### src/rtl/l2_arb_pkg.sv
// Shared types and limits for the L2 arbiter slice: FSM state encoding,
// maximum client count and a grant-index width helper.
package l2_arb_pkg;

    localparam int unsigned MAX_PORTS = 8;

    typedef enum logic [1:0] {
        IDLE = 2'd0,
        BUSY = 2'd1,
        DONE = 2'd2
    } state_e;

    function automatic int unsigned idx_width(input int unsigned n);
        return (n > 1) ? $clog2(n) : 1;
    endfunction

endpackage

### src/rtl/l2_arbiter_if.sv
// Bundle of upstream client and downstream L2 signals around the arbiter.
// slave is the arbiter's view; master is the clients-plus-L2 environment.
interface l2_arbiter_if
    import l2_arb_pkg::*;
#(
    parameter int unsigned NUM_PORTS = 2,
    parameter int unsigned ADDR_W    = 32,
    parameter int unsigned LINE_W    = 256
);
    localparam int unsigned IDX_W = idx_width(NUM_PORTS);

    logic [NUM_PORTS-1:0]             req_read;
    logic [NUM_PORTS-1:0]             req_write;
    logic [NUM_PORTS-1:0][ADDR_W-1:0] req_addr;
    logic [NUM_PORTS-1:0][LINE_W-1:0] req_wdata;
    logic [LINE_W-1:0]                req_rdata;
    logic [NUM_PORTS-1:0]             req_resp;
    logic                             down_read;
    logic                             down_write;
    logic [ADDR_W-1:0]                down_addr;
    logic [LINE_W-1:0]                down_wdata;
    logic [LINE_W-1:0]                down_rdata;
    logic                             down_resp;
    logic [IDX_W-1:0]                 grant_id;

    modport slave (
        input  req_read, req_write, req_addr, req_wdata, down_rdata, down_resp,
        output req_rdata, req_resp, down_read, down_write, down_addr, down_wdata, grant_id
    );

    modport master (
        output req_read, req_write, req_addr, req_wdata, down_rdata, down_resp,
        input  req_rdata, req_resp, down_read, down_write, down_addr, down_wdata, grant_id
    );

endinterface

### src/rtl/l2_arbiter_rr_picker.sv
// Winner selection: first set request at or after ptr_i, wrapping to index 0.
// With ptr_i tied to zero this degenerates to lowest-index-wins priority.
module rr_picker #(
    parameter int unsigned NUM_PORTS = 2,
    parameter int unsigned IDX_W     = 1
) (
    input  logic [NUM_PORTS-1:0] req_i,
    input  logic [IDX_W-1:0]     ptr_i,
    output logic [NUM_PORTS-1:0] gnt_o,
    output logic [IDX_W-1:0]     idx_o,
    output logic                 valid_o
);

    always_comb begin
        gnt_o   = '0;
        idx_o   = '0;
        valid_o = 1'b0;
        // First pass covers ports at or above the pointer, second pass the wrap.
        for (int i = 0; i < int'(NUM_PORTS); i++) begin
            if (!valid_o && req_i[i] && (i >= int'(ptr_i))) begin
                valid_o  = 1'b1;
                gnt_o[i] = 1'b1;
                idx_o    = IDX_W'(i);
            end
        end
        for (int i = 0; i < int'(NUM_PORTS); i++) begin
            if (!valid_o && req_i[i]) begin
                valid_o  = 1'b1;
                gnt_o[i] = 1'b1;
                idx_o    = IDX_W'(i);
            end
        end
    end

endmodule

### src/rtl/l2_arbiter.sv
// Multi-client L2 line arbiter with one outstanding downstream transaction.
// Define L2_ARB_ROUND_ROBIN_EN for round-robin; otherwise lowest index wins.
module l2_arbiter
    import l2_arb_pkg::*;
#(
    parameter int unsigned NUM_PORTS = 2,
    parameter int unsigned ADDR_W    = 32,
    parameter int unsigned LINE_W    = 256
) (
    input logic         clk,
    input logic         rst,
    l2_arbiter_if.slave bus
);

    localparam int unsigned IDX_W = idx_width(NUM_PORTS);

    if (NUM_PORTS < 2 || NUM_PORTS > MAX_PORTS) begin : g_bad_ports
        $error("l2_arbiter: NUM_PORTS out of range");
    end

    state_e            state_q, state_d;
    logic [IDX_W-1:0]  grant_id_q, grant_id_d;
    logic              down_read_q, down_read_d;
    logic              down_write_q, down_write_d;
    logic [ADDR_W-1:0] down_addr_q, down_addr_d;
    logic [LINE_W-1:0] down_wdata_q, down_wdata_d;

    logic [NUM_PORTS-1:0] req_any;
    logic [NUM_PORTS-1:0] pick_oh;
    logic [IDX_W-1:0]     pick_idx;
    logic [IDX_W-1:0]     pick_ptr;
    logic                 pick_valid;
    logic [ADDR_W-1:0]    sel_addr;
    logic [LINE_W-1:0]    sel_wdata;
    logic                 sel_write;

    assign req_any = bus.req_read | bus.req_write;

`ifdef L2_ARB_ROUND_ROBIN_EN
    logic [IDX_W-1:0] rr_ptr_q, rr_ptr_d;
    assign pick_ptr = rr_ptr_q;
`else
    assign pick_ptr = '0;
`endif

    rr_picker #(
        .NUM_PORTS(NUM_PORTS),
        .IDX_W    (IDX_W)
    ) u_picker (
        .req_i  (req_any),
        .ptr_i  (pick_ptr),
        .gnt_o  (pick_oh),
        .idx_o  (pick_idx),
        .valid_o(pick_valid)
    );

    // One-hot AND-OR mux of the winner's payload; read+write counts as write.
    always_comb begin
        sel_addr  = '0;
        sel_wdata = '0;
        sel_write = |(pick_oh & bus.req_write);
        for (int i = 0; i < int'(NUM_PORTS); i++) begin
            if (pick_oh[i]) begin
                sel_addr  = sel_addr | bus.req_addr[i];
                sel_wdata = sel_wdata | bus.req_wdata[i];
            end
        end
    end

    always_comb begin
        state_d      = state_q;
        grant_id_d   = grant_id_q;
        down_read_d  = down_read_q;
        down_write_d = down_write_q;
        down_addr_d  = down_addr_q;
        down_wdata_d = down_wdata_q;
`ifdef L2_ARB_ROUND_ROBIN_EN
        rr_ptr_d     = rr_ptr_q;
`endif
        unique case (state_q)
            IDLE: begin
                if (pick_valid) begin
                    state_d      = BUSY;
                    grant_id_d   = pick_idx;
                    down_addr_d  = sel_addr;
                    down_wdata_d = sel_wdata;
                    down_read_d  = !sel_write;
                    down_write_d = sel_write;
                end
            end
            BUSY: begin
                if (bus.down_resp) begin
                    state_d      = DONE;
                    down_read_d  = 1'b0;
                    down_write_d = 1'b0;
`ifdef L2_ARB_ROUND_ROBIN_EN
                    rr_ptr_d = (grant_id_q == IDX_W'(NUM_PORTS - 1)) ? '0
                                                                     : grant_id_q + 1'b1;
`endif
                end
            end
            DONE: state_d = IDLE;
            default: state_d = IDLE;
        endcase
    end

    always_ff @(posedge clk or posedge rst) begin
        if (rst) begin
            state_q      <= IDLE;
            grant_id_q   <= '0;
            down_read_q  <= 1'b0;
            down_write_q <= 1'b0;
            down_addr_q  <= '0;
            down_wdata_q <= '0;
`ifdef L2_ARB_ROUND_ROBIN_EN
            rr_ptr_q     <= '0;
`endif
        end else begin
            state_q      <= state_d;
            grant_id_q   <= grant_id_d;
            down_read_q  <= down_read_d;
            down_write_q <= down_write_d;
            down_addr_q  <= down_addr_d;
            down_wdata_q <= down_wdata_d;
`ifdef L2_ARB_ROUND_ROBIN_EN
            rr_ptr_q     <= rr_ptr_d;
`endif
        end
    end

    // Completion is forwarded combinationally, but only while a transaction is live.
    always_comb begin
        bus.req_resp = '0;
        if (state_q == BUSY && bus.down_resp) begin
            bus.req_resp[grant_id_q] = 1'b1;
        end
    end

    assign bus.req_rdata  = bus.down_rdata;
    assign bus.down_read  = down_read_q;
    assign bus.down_write = down_write_q;
    assign bus.down_addr  = down_addr_q;
    assign bus.down_wdata = down_wdata_q;
    assign bus.grant_id   = grant_id_q;

endmodule

### src/flat_wrapper.sv
// flat-port wrapper written by rule: the top's interface ports become plain ports
module l2_arbiter_flat import l2_arb_pkg::*;
#(
    parameter int unsigned NUM_PORTS = 2,
    parameter int unsigned ADDR_W    = 32,
    parameter int unsigned LINE_W    = 256
)
  (clk, rst, bus_req_read, bus_req_write, bus_req_addr, bus_req_wdata, bus_down_rdata, bus_down_resp, bus_req_rdata, bus_req_resp, bus_down_read, bus_down_write, bus_down_addr, bus_down_wdata, bus_grant_id);
  l2_arbiter_if #(.NUM_PORTS(NUM_PORTS), .ADDR_W(ADDR_W), .LINE_W(LINE_W)) bus_i ();
  input logic clk;
  input logic rst;
  input wire logic [$bits(bus_i.req_read)-1:0] bus_req_read;
  input wire logic [$bits(bus_i.req_write)-1:0] bus_req_write;
  input wire logic [$bits(bus_i.req_addr)-1:0] bus_req_addr;
  input wire logic [$bits(bus_i.req_wdata)-1:0] bus_req_wdata;
  input wire logic [$bits(bus_i.down_rdata)-1:0] bus_down_rdata;
  input wire logic [$bits(bus_i.down_resp)-1:0] bus_down_resp;
  output wire logic [$bits(bus_i.req_rdata)-1:0] bus_req_rdata;
  output wire logic [$bits(bus_i.req_resp)-1:0] bus_req_resp;
  output wire logic [$bits(bus_i.down_read)-1:0] bus_down_read;
  output wire logic [$bits(bus_i.down_write)-1:0] bus_down_write;
  output wire logic [$bits(bus_i.down_addr)-1:0] bus_down_addr;
  output wire logic [$bits(bus_i.down_wdata)-1:0] bus_down_wdata;
  output wire logic [$bits(bus_i.grant_id)-1:0] bus_grant_id;
  assign bus_i.req_read = bus_req_read;
  assign bus_i.req_write = bus_req_write;
  assign bus_i.req_addr = bus_req_addr;
  assign bus_i.req_wdata = bus_req_wdata;
  assign bus_i.down_rdata = bus_down_rdata;
  assign bus_i.down_resp = bus_down_resp;
  assign bus_req_rdata = bus_i.req_rdata;
  assign bus_req_resp = bus_i.req_resp;
  assign bus_down_read = bus_i.down_read;
  assign bus_down_write = bus_i.down_write;
  assign bus_down_addr = bus_i.down_addr;
  assign bus_down_wdata = bus_i.down_wdata;
  assign bus_grant_id = bus_i.grant_id;
  l2_arbiter #(.NUM_PORTS(NUM_PORTS), .ADDR_W(ADDR_W), .LINE_W(LINE_W)) u_core (.clk(clk), .rst(rst), .bus(bus_i));
endmodule
### config.mk
export PLATFORM = sky130hd
export DESIGN_NAME = l2_arbiter_flat
export DESIGN_NICKNAME = d
export VERILOG_FILES = /design/src/rtl/l2_arb_pkg.sv /design/src/rtl/l2_arbiter_if.sv /design/src/rtl/l2_arbiter_rr_picker.sv /design/src/rtl/l2_arbiter.sv /design/src/flat_wrapper.sv
export SDC_FILE = /design/constraint.sdc
export NUM_CORES = 1
export LEC_CHECK = 0
export CORE_AREA = 2 2 533 535
export DETAILED_ROUTE_END_ITERATION = 10
export DIE_AREA = 0 0 535 537
export HOLD_SLACK_MARGIN = 0.12
export PLACE_DENSITY = 0.34
export SYNTH_ARGS = -nofsm -noshare
export SYNTH_HDL_FRONTEND = slang
export SYNTH_SLANG_ARGS = --single-unit
### constraint.sdc
create_clock -name clk -period 26.6 [get_ports clk]
set_input_delay 2.66 -clock clk [delete_from_list [all_inputs] [get_ports clk]]
set_output_delay 2.66 -clock clk [all_outputs]
set_load 0.02 [all_outputs]
==> impl_metrics.csv <==
group,metric,value,unit
timing,finalCritPeriodShare,27.12,%
layout,syn_to_final_growth,85.11,%
worst_setup_path,critical_path_arrival,4.55,ns
flow_run,cap_violations,0,
layout,regArea,7332,µm²
power,powerDensity,109.9,nW/µm²
timing,clock_skew,0.01565,ns
timing,slew_violations,0,
yosys,yosysMostFrequentCell,"dfrtp_1",
min_path,min-delay-start,"u_core.bus.down_wdata[179]$_DFFE_PP0P_",
worst_setup_path,worstSetupStartpointType,"input port",
yosys,synth_top_area_cell,"dfrtp_1",
placement,pre_cts_ws,19.12,ns
yosys,synth_common_cells,"dfrtp_1, buf_4, a221o_1, and3_1",
worst_setup_path,critPathMaxFanout,5,
yosys,synth_nets,2115,
clock_tree,clk_path_buf_depth,3,
outcome,status,"finished clean",
global_route,grt_pass1_vias,14840,
clock_tree,hold_buffers,0,
timing,setup_viol,0,
drt,vias_per_cell,2.533,
worst_setup_path,r2r_cells,5,
placement,gp_congestion,0.8068,
timing,fmax,138.6,MHz
worst_setup_path,rr_endpoint,"u_core.bus.down_wdata[126]$_DFFE_PP0P_",
clock_tree,insertion_delay,0.61,ns
yosys,synth_edf_count,0,
timing,worst_pin_slew,1.040,ns
min_path,holdPathEnd,"u_core.bus.down_wdata[179]$_DFFE_PP0P_",
clock_tree,cts_sinks,293,
layout,final_cells,5629,
clock_tree,cts-resized-gates,0,
timing,worst_slack,19.39,ns
yosys,ys_warn_count,0,
global_route,grt.overflow.total,0,
clock_tree,htree_num_levels,2,
worst_setup_path,r2r_start,"u_core.state_q[0]$_DFFE_PP0P_",
floorplanning,die_area,287300,µm²
clock_tree,cts_tree,"built",
timing,relSlewSlack,30.70,%
yosys,synth_area_per_cell,11.60,µm²
worst_setup_path,worstPathRequired,23.94,ns
timing,hold_violations,0,
floorplanning,num_io_pins,1388,
floorplanning,die_height,537,µm
drt,drtPass1Iterations,5,
worst_setup_path,critPathKind,"input port to primary output",
clock_tree,root_buffer,"clkbuf_16",
drt,drt_iter0_drc,926,
global_route,grt_pass1_wl,175.8,mm
floorplanning,rows,195,
yosys,synth.area.top_cells,"dfrtp_1, buf_4, a221o_1, o221a_2, and3_1",
drt,wl_per_cell,25.27,µm
yosys,synthCells,1276,
clock_tree,post_cts_buffers,0,
placement,dpl.cell_count,5536,
drt,drc_errors,0,
power,peakVddDrop,0.04293,mV
layout,finalNetCount,2675,
layout,fin_util,9.740,%
layout,fillers,32290,
layout,multiInputGateArea,5032,µm²
yosys,synth_cell_types,27,
floorplanning,start_util,5.262,%
yosys,ys_seq_area_share,49.54,%
global_route,grtUsageTotal,9.384,%
floorplanning,core,281300,µm²
drt,routed_wl,142.2,mm
drt,ant_nets,0,
yosys,synth_ff_type,"dfrtp_1",
floorplanning,die_w,535,µm
min_path,hold_depth,1,
timing,rsz0062_at_grt,"no",
worst_setup_path,end_kind,"primary output",
placement,port_buffers,875,
yosys,synthArstFlopShare,100.0,%
drt,vias,14260,
layout,drive_above_1_share,11.52,%
yosys,synth_top_cell_area_share,49.54,%
clock_tree,cts.clk_slew.worst_paths,0.06,ns
global_route,antenna_found_initial,46,
timing,post-route-min-period,7.214,ns
worst_setup_path,r2r_slack,23.53,ns
power,p_leak,0.009770,µW
yosys,netlist_area,14800,µm²
placement,hpwl,117.7,mm
yosys,ys_seq_elements,293,
min_path,hp-class,"flop to flop",
timing,fin_tns_setup,0,ns
clock_tree,cts_inserted_buffers,41,
global_route,grt_max_degree,93,
## cells in the final DEF (no fill, tap or decap), types with 2 or more instances in the layout
cell	n
clkbuf_16	41
buf_4	22
clkinv_2	4
clkbuf_8	10
or3_1	118
nor2_4	2
inv_1	3
o221a_2	118
clkbuf_1	9
nor2_1	4
and3_1	170
diode_2	20
a221o_1	170
clkdlybuf4s50_1	875
inv_6	3
dfrtp_1	293
bufinv_16	3
clkinvlp_4	3
## stage by stage
step	area [µm²]	hold WS [ns]	total power, µW
after CTS	27350	0.5144	3081
after global routing	27380	0.5213	3167
after floorplan	14800	0.6167	1554
final	27400	0.5063	3010
after global placement	25990	0.4970	2468
after detailed placement	25990	0.4977	2463
## routing by layer
metal | vias up | global-route usage [%] | share of wire (%)
met5 | - | 0.01645 | 0.11
met1 | 7081 | 11.16 | 40
li1 | 5833 | - | -
met4 | 22 | 4.521 | 4.8
met3 | 333 | 4.906 | 13
met2 | 990 | 13.76 | 42
## area by class of cell
cell class,count,share of cell area [%]
antenna,20,0.1827
clock buffer,60,4.370
clock inverter,13,0.5799
inverter,4,0.08220
multi-input combinational,599,18.37
sequential,293,26.76
tap,3743,17.09
timing repair buffer,897,32.57
## report_power, final
group	total (µW)	internal, µW	switching [µW]
combinational	1580	696	880
sequential	849	666	183
clock	585	341	244
## cell families after synthesis
family,count (synthesis),share of synthesized area [%]
flip-flops,293,49.54
AND/OR/NAND/NOR,304,12.88
buffers and inverters,384,16.75
multiplexers,2,0.1437
AO/OA/AOI/OAI,293,20.69
## how the worst max path moves through the flow
stage                  start                                  end  slack (ns)
2_1_floorplan            rst  u_core.bus.down_addr[0]$_DFFE_PP0P_       15.85
5_1_grt        bus_down_resp                      bus_req_resp[0]       19.14
4_1_cts        bus_down_resp                      bus_req_resp[0]       19.13
6_report       bus_down_resp                      bus_req_resp[0]       19.39
3_5_place_dp   bus_down_resp                      bus_req_resp[1]       19.12
3_3_place_gp   bus_down_resp                      bus_req_resp[0]       19.00
## flip-flops by register name (all words and copies together), names as in the netlist
name,cells
u_core.state_q,2
u_core.bus.down_read,1
u_core.bus.down_wdata,256
u_core.bus.down_addr,32
u_core.bus.grant_id,1
u_core.bus.down_write,1
## critical path: stages
cell,delay [ns]
clkdlybuf4s50_1,0.50
nand3b_1,0.48
nor2_1,0.25
clkdlybuf4s50_1,0.64
No activity file was read; power rests on OpenSTA's default activity.
==> edit 1 (same flow settings) <==
Reset style: synchronous (`rst`), changed in one clocked block.
--- a/src/rtl/l2_arbiter.sv
+++ b/src/rtl/l2_arbiter.sv
@@ -106,3 +106,3 @@
 
-    always_ff @(posedge clk or posedge rst) begin
+    always_ff @(posedge clk) begin
         if (rst) begin
Function: not settled (the Yosys comparison gave no result); the edit may change what the design does.
==> edit 1 against the original RTL <==
  * Sequential cell count did not move
  * Worst setup slack improved by 0.35 ns
  * Hold slack got worse by 0.038 ns
  * Routed wire length rose by 5.1%
  * Maximum frequency rose by 5.1%
  * Sequential share of layout area fell by 5.5 points
  * Final area rose by 0.66%
  * First-iteration DRC count rose by 10%
  * Clock skew rose by 0.0083 ns
  * Area after synthesis rose by 3.3%
Power is not compared: it rests on default switching activity, and its combinational part moved more than twofold at a synthesized area within 25%.
==> edit 1: results (changes against the original RTL) <==
status:
  status: "finished, final reports clean"
hold_path:
  hp-class: "flop to flop"
  hold_depth: 2  # +1
  whs_endpoint: "u_core.bus.down_wdata[215]"
  hp-start: "u_core.bus.down_wdata[215]"
timing:
  fin_worst_skew_ns: 0.0239  # +0.00828 ns
  fmax_ghz: 0.146  # +5.1%
  max_slew_margin_pct: 12.7  # -18 points
  hold_slack_ns: 0.468  # -0.0380 ns
logic_synthesis:
  ys_top_cells_by_count: "530 x nand3_1, 293 x dfxtp_1, 265 x a31oi_1, 259 x buf_4, 225 x o21ai_0"
  synth_mux_area_share_pct: 1.51  # +1.4 points
  synth_area_leaders: "dfxtp_1 38%, nand3_1 17%, buf_4 13%, a31oi_1 11%, o21ai_0 7.4%"
  ys_async_sr_fraction_pct: 0  # -100 points
  synthFlopType: "dfxtp_1"
  syn_avg_cell_area_sq_um: 7.84  # -32%
  syn-num-nets: 2789  # +32%
  synth.distinct_cells: 29  # +7.4%
  ys_seq_area_share_pct: 38.4  # -11 points
clock_network:
  cts_made_buffers: 45  # +9.8%
  clk_latency_ns: 0.67  # +0.06 ns
critical_path:
  r2r_slack_ns: 22.54  # -0.99 ns
  r2r_end: "u_core.bus.down_wdata[157]"
  critPathMaxStageDelay_ns: 0.62  # -0.02 ns
  r2r_start: "u_core.state_q[0]"
  rr_worst_depth: 6  # +1
  cp.arrival_ns: 4.20  # -0.35 ns
  endpoint: "bus_req_resp[1]"
grt:
  use_met2_pct: 15.8  # +2.1 points
  use_met1_pct: 10.7  # -0.47 points
  grt_pass1_wl_um: 189000  # +7.3%
  antenna_found_initial: 47  # +2.2%
  use_met3_pct: 5.04  # +0.13 points
routing:
  totalWireLength_um: 149000  # +5.1%
  wirelength_met1_um: 56400  # -0.93%
  wl_met3_um: 17900  # -1.9%
  via_count: 17800  # +25%
  wl_met2_um: 67700  # +13%
  drt_iter0_markers: 1022  # +10%
final_layout:
  fillerInstances: 32600  # +1.1%
  layout.cells.non_filler: 6215  # +10%
  final_layout_size_suffix_gt1_share_pct: 4.68  # -6.8 points
  nets: 3261  # +22%
  stdcell_area_sq_um: 27600  # +0.66%
placed_design:
  placed_cell_area_sq_um: 26100  # +0.36%
  placed_cells: 6118  # +11%
  place_ws_ns: 19.79  # +0.668 ns
  dp_hpwl_um: 120000  # +1.8%
  gp_congestion: 0.798  # -1.1%
pwr:
  netSwitchingFraction_pct: 34.3
[edit 1: cell types whose count changed after synthesis, moves of 29 or more]
cell | unedited run | this run
nand3_1 | 0 | 530
dfrtp_1 | 293 | 0
dfxtp_1 | 0 | 293
a31oi_1 | 0 | 265
o21ai_0 | 2 | 225
a221o_1 | 170 | 0
and3_1 | 170 | 0
o221a_2 | 118 | 0
or3_1 | 118 | 0
buf_2 | 33 | 100
o21ai_1 | 0 | 41
buf_1 | 0 | 29
[edit 1: worst register-to-register path, delay by kind of cell, from the launching register on]
family / cells / cell delay, ns
compound gates: 2 / 0.55
buf+inv: 3 / 2.31
simple gates: 1 / 0.65
flops: 1 / 0.49
[edit 1: area by class of cell]
cell class	count	share of cell area (%)
Timing Repair Buffer	905	32.7
Multi-Input combinational cell	1153	23.3
Sequential cell	293	21.3
Tap cell	3743	17.0
Clock buffer	64	4.67
Clock inverter	16	0.590
Inverter	24	0.327
Antenna cell	17	0.154
==> edit 2 (same flow settings) <==
Without the edit above. `ADDR_W` is set to 32 in 3 places; all go to 64.
--- a/src/rtl/l2_arbiter_if.sv
+++ b/src/rtl/l2_arbiter_if.sv
@@ -6,3 +6,3 @@
     parameter int unsigned NUM_PORTS = 2,
-    parameter int unsigned ADDR_W    = 32,
+    parameter int unsigned ADDR_W    = 64,
     parameter int unsigned LINE_W    = 256
--- a/src/rtl/l2_arbiter.sv
+++ b/src/rtl/l2_arbiter.sv
@@ -6,3 +6,3 @@
     parameter int unsigned NUM_PORTS = 2,
-    parameter int unsigned ADDR_W    = 32,
+    parameter int unsigned ADDR_W    = 64,
     parameter int unsigned LINE_W    = 256
--- a/src/flat_wrapper.sv
+++ b/src/flat_wrapper.sv
@@ -4,3 +4,3 @@
     parameter int unsigned NUM_PORTS = 2,
-    parameter int unsigned ADDR_W    = 32,
+    parameter int unsigned ADDR_W    = 64,
     parameter int unsigned LINE_W    = 256
Interface: changed (resized bus_down_addr and bus_req_addr); port bits go from 1388 to 1484. No check against the original RTL was run, so the function may have changed too.
==> edit 2 against the original RTL <==
  * Sequential cell count up 32
  * Total power rose by 13%
  * First-iteration DRC count grew 28%
  * Critical endpoint is now bus_req_resp[1]
  * Sequential share of layout area grew 0.38 points
  * Routed wire length grew 15%
  * Highest routed layer unchanged
  * Final area increased by 9.4%
  * Area after synthesis rose by 9.2%
  * Largest cell class unchanged
  * Worst setup slack better by 0.43 ns
==> edit 2: results (changes against the original RTL) <==
status:
  status: "finished, final reports clean"
placed_design:
  placed_cell_area_sq_um: 28300  # +9.0%
  placed_cells: 5729  # +3.5%
  dp_hpwl_um: 135000  # +15%
  gp_congestion: 0.867  # +7.4%
  portBuffers: 971  # +11%
logic_synthesis:
  synth_area_leaders: "dfrtp_1 50%, buf_4 12%, a221o_1 12%, o221a_2 9.3%, and3_1 7.2%"
  synth-compound-area-share_pct: 21.1  # +0.36 points
  synth_mux_area_share_pct: 0.132  # -0.012 points
  ys_top_cells_by_count: "325 x dfrtp_1, 256 x buf_4, 186 x a221o_1, 186 x and3_1"
  ys_seq_area_share_pct: 50.3  # +0.79 points
  synth_area_leader_cell: "dfrtp_1"
  synth.distinct_cells: 26  # -3.7%
final_layout:
  diodes: 13  # -35%
  fillerInstances: 32100  # -0.49%
  layout.nonclk_buf_share_pct: 33.1  # +0.51 points
  seq_share_pct: 27.1  # +0.38 points
  clkCellAreaFrac_pct: 5.39  # +0.44 points
  final_layout_size_suffix_gt1_share_pct: 11.8  # +0.27 points
  nets: 2938  # +9.8%
  multi_input_gates: 663  # +11%
  clockBufferCount: 68  # +13%
  signal_buffers: 994  # +11%
  n_sequential_cell: 325  # +11%
pwr:
  ir_worst_vdd_mv: 0.0430  # about the same
  internal_power_w: 0.00192  # +13%
  power_leakage_nw: 10.9  # +11%
  p_seq_w: 0.000963  # +13%
  comb-power_w: 0.00175  # +11%
critical_path:
  endpoint: "bus_req_resp[1]"
  cp.arrival_ns: 4.12  # -0.43 ns
  r2r_end: "u_core.bus.down_wdata[240]"
  r2r_slack_ns: 23.11  # -0.42 ns
grt:
  use_met2_pct: 17.5  # +3.8 points
  grt_pass1_vias: 16300  # +10%
  use_met3_pct: 5.14  # +0.24 points
  grt_pass1_wl_um: 200000  # +14%
  use_met1_pct: 12.2  # +1.0 points
  grtUsageTotal_pct: 10.8  # +1.4 points
  grt_max_degree: 108  # +16%
  antenna_found_initial: 74  # +61%
timing:
  worstMarginPinSlew_ns: 1.10  # +0.0595 ns
  period_share_pct: 25.5  # -1.6 points
  fin_worst_skew_ns: 0.0191  # +0.00349 ns
routing:
  vias_per_cell: 2.73  # +7.8%
  drt_iter0_markers: 1182  # +28%
  totalWireLength_um: 163000  # +15%
  wl_per_cell_um: 28.0  # +11%
clock_network:
  clk_latency_ns: 0.65  # +0.04 ns
  cts_made_buffers: 47  # +15%
[edit 2: worst min path at each step]
| stage | start | endpoint | depth (start not counted) |
|---|---|---|---|
| floorplan | u_core.state_q[0] | u_core.state_q[0] | 2 |
| global placement | u_core.bus.down_wdata[206] | u_core.bus.down_wdata[206] | 1 |
| detailed placement | u_core.bus.down_wdata[108] | u_core.bus.down_wdata[108] | 1 |
| CTS | u_core.bus.down_wdata[126] | u_core.bus.down_wdata[126] | 1 |
| global route | u_core.bus.down_wdata[207] | u_core.bus.down_wdata[207] | 1 |
| finish | u_core.bus.down_wdata[48] | u_core.bus.down_wdata[48] | 1 |
[edit 2: through the flow]
step | hold WS [ns] | power (W)
detailed placement | 0.500 | 0.00277
floorplan | 0.576 | 0.00171
CTS | 0.514 | 0.00349
global route | 0.526 | 0.00358
finish | 0.510 | 0.00340
global placement | 0.499 | 0.00278
[edit 2: layer usage]
metal  wire, um  up-vias
li1           -     6462
met1      61800     7983
met2      75200     1074
met3      19700      351
met4       6090       40
met5        270        -
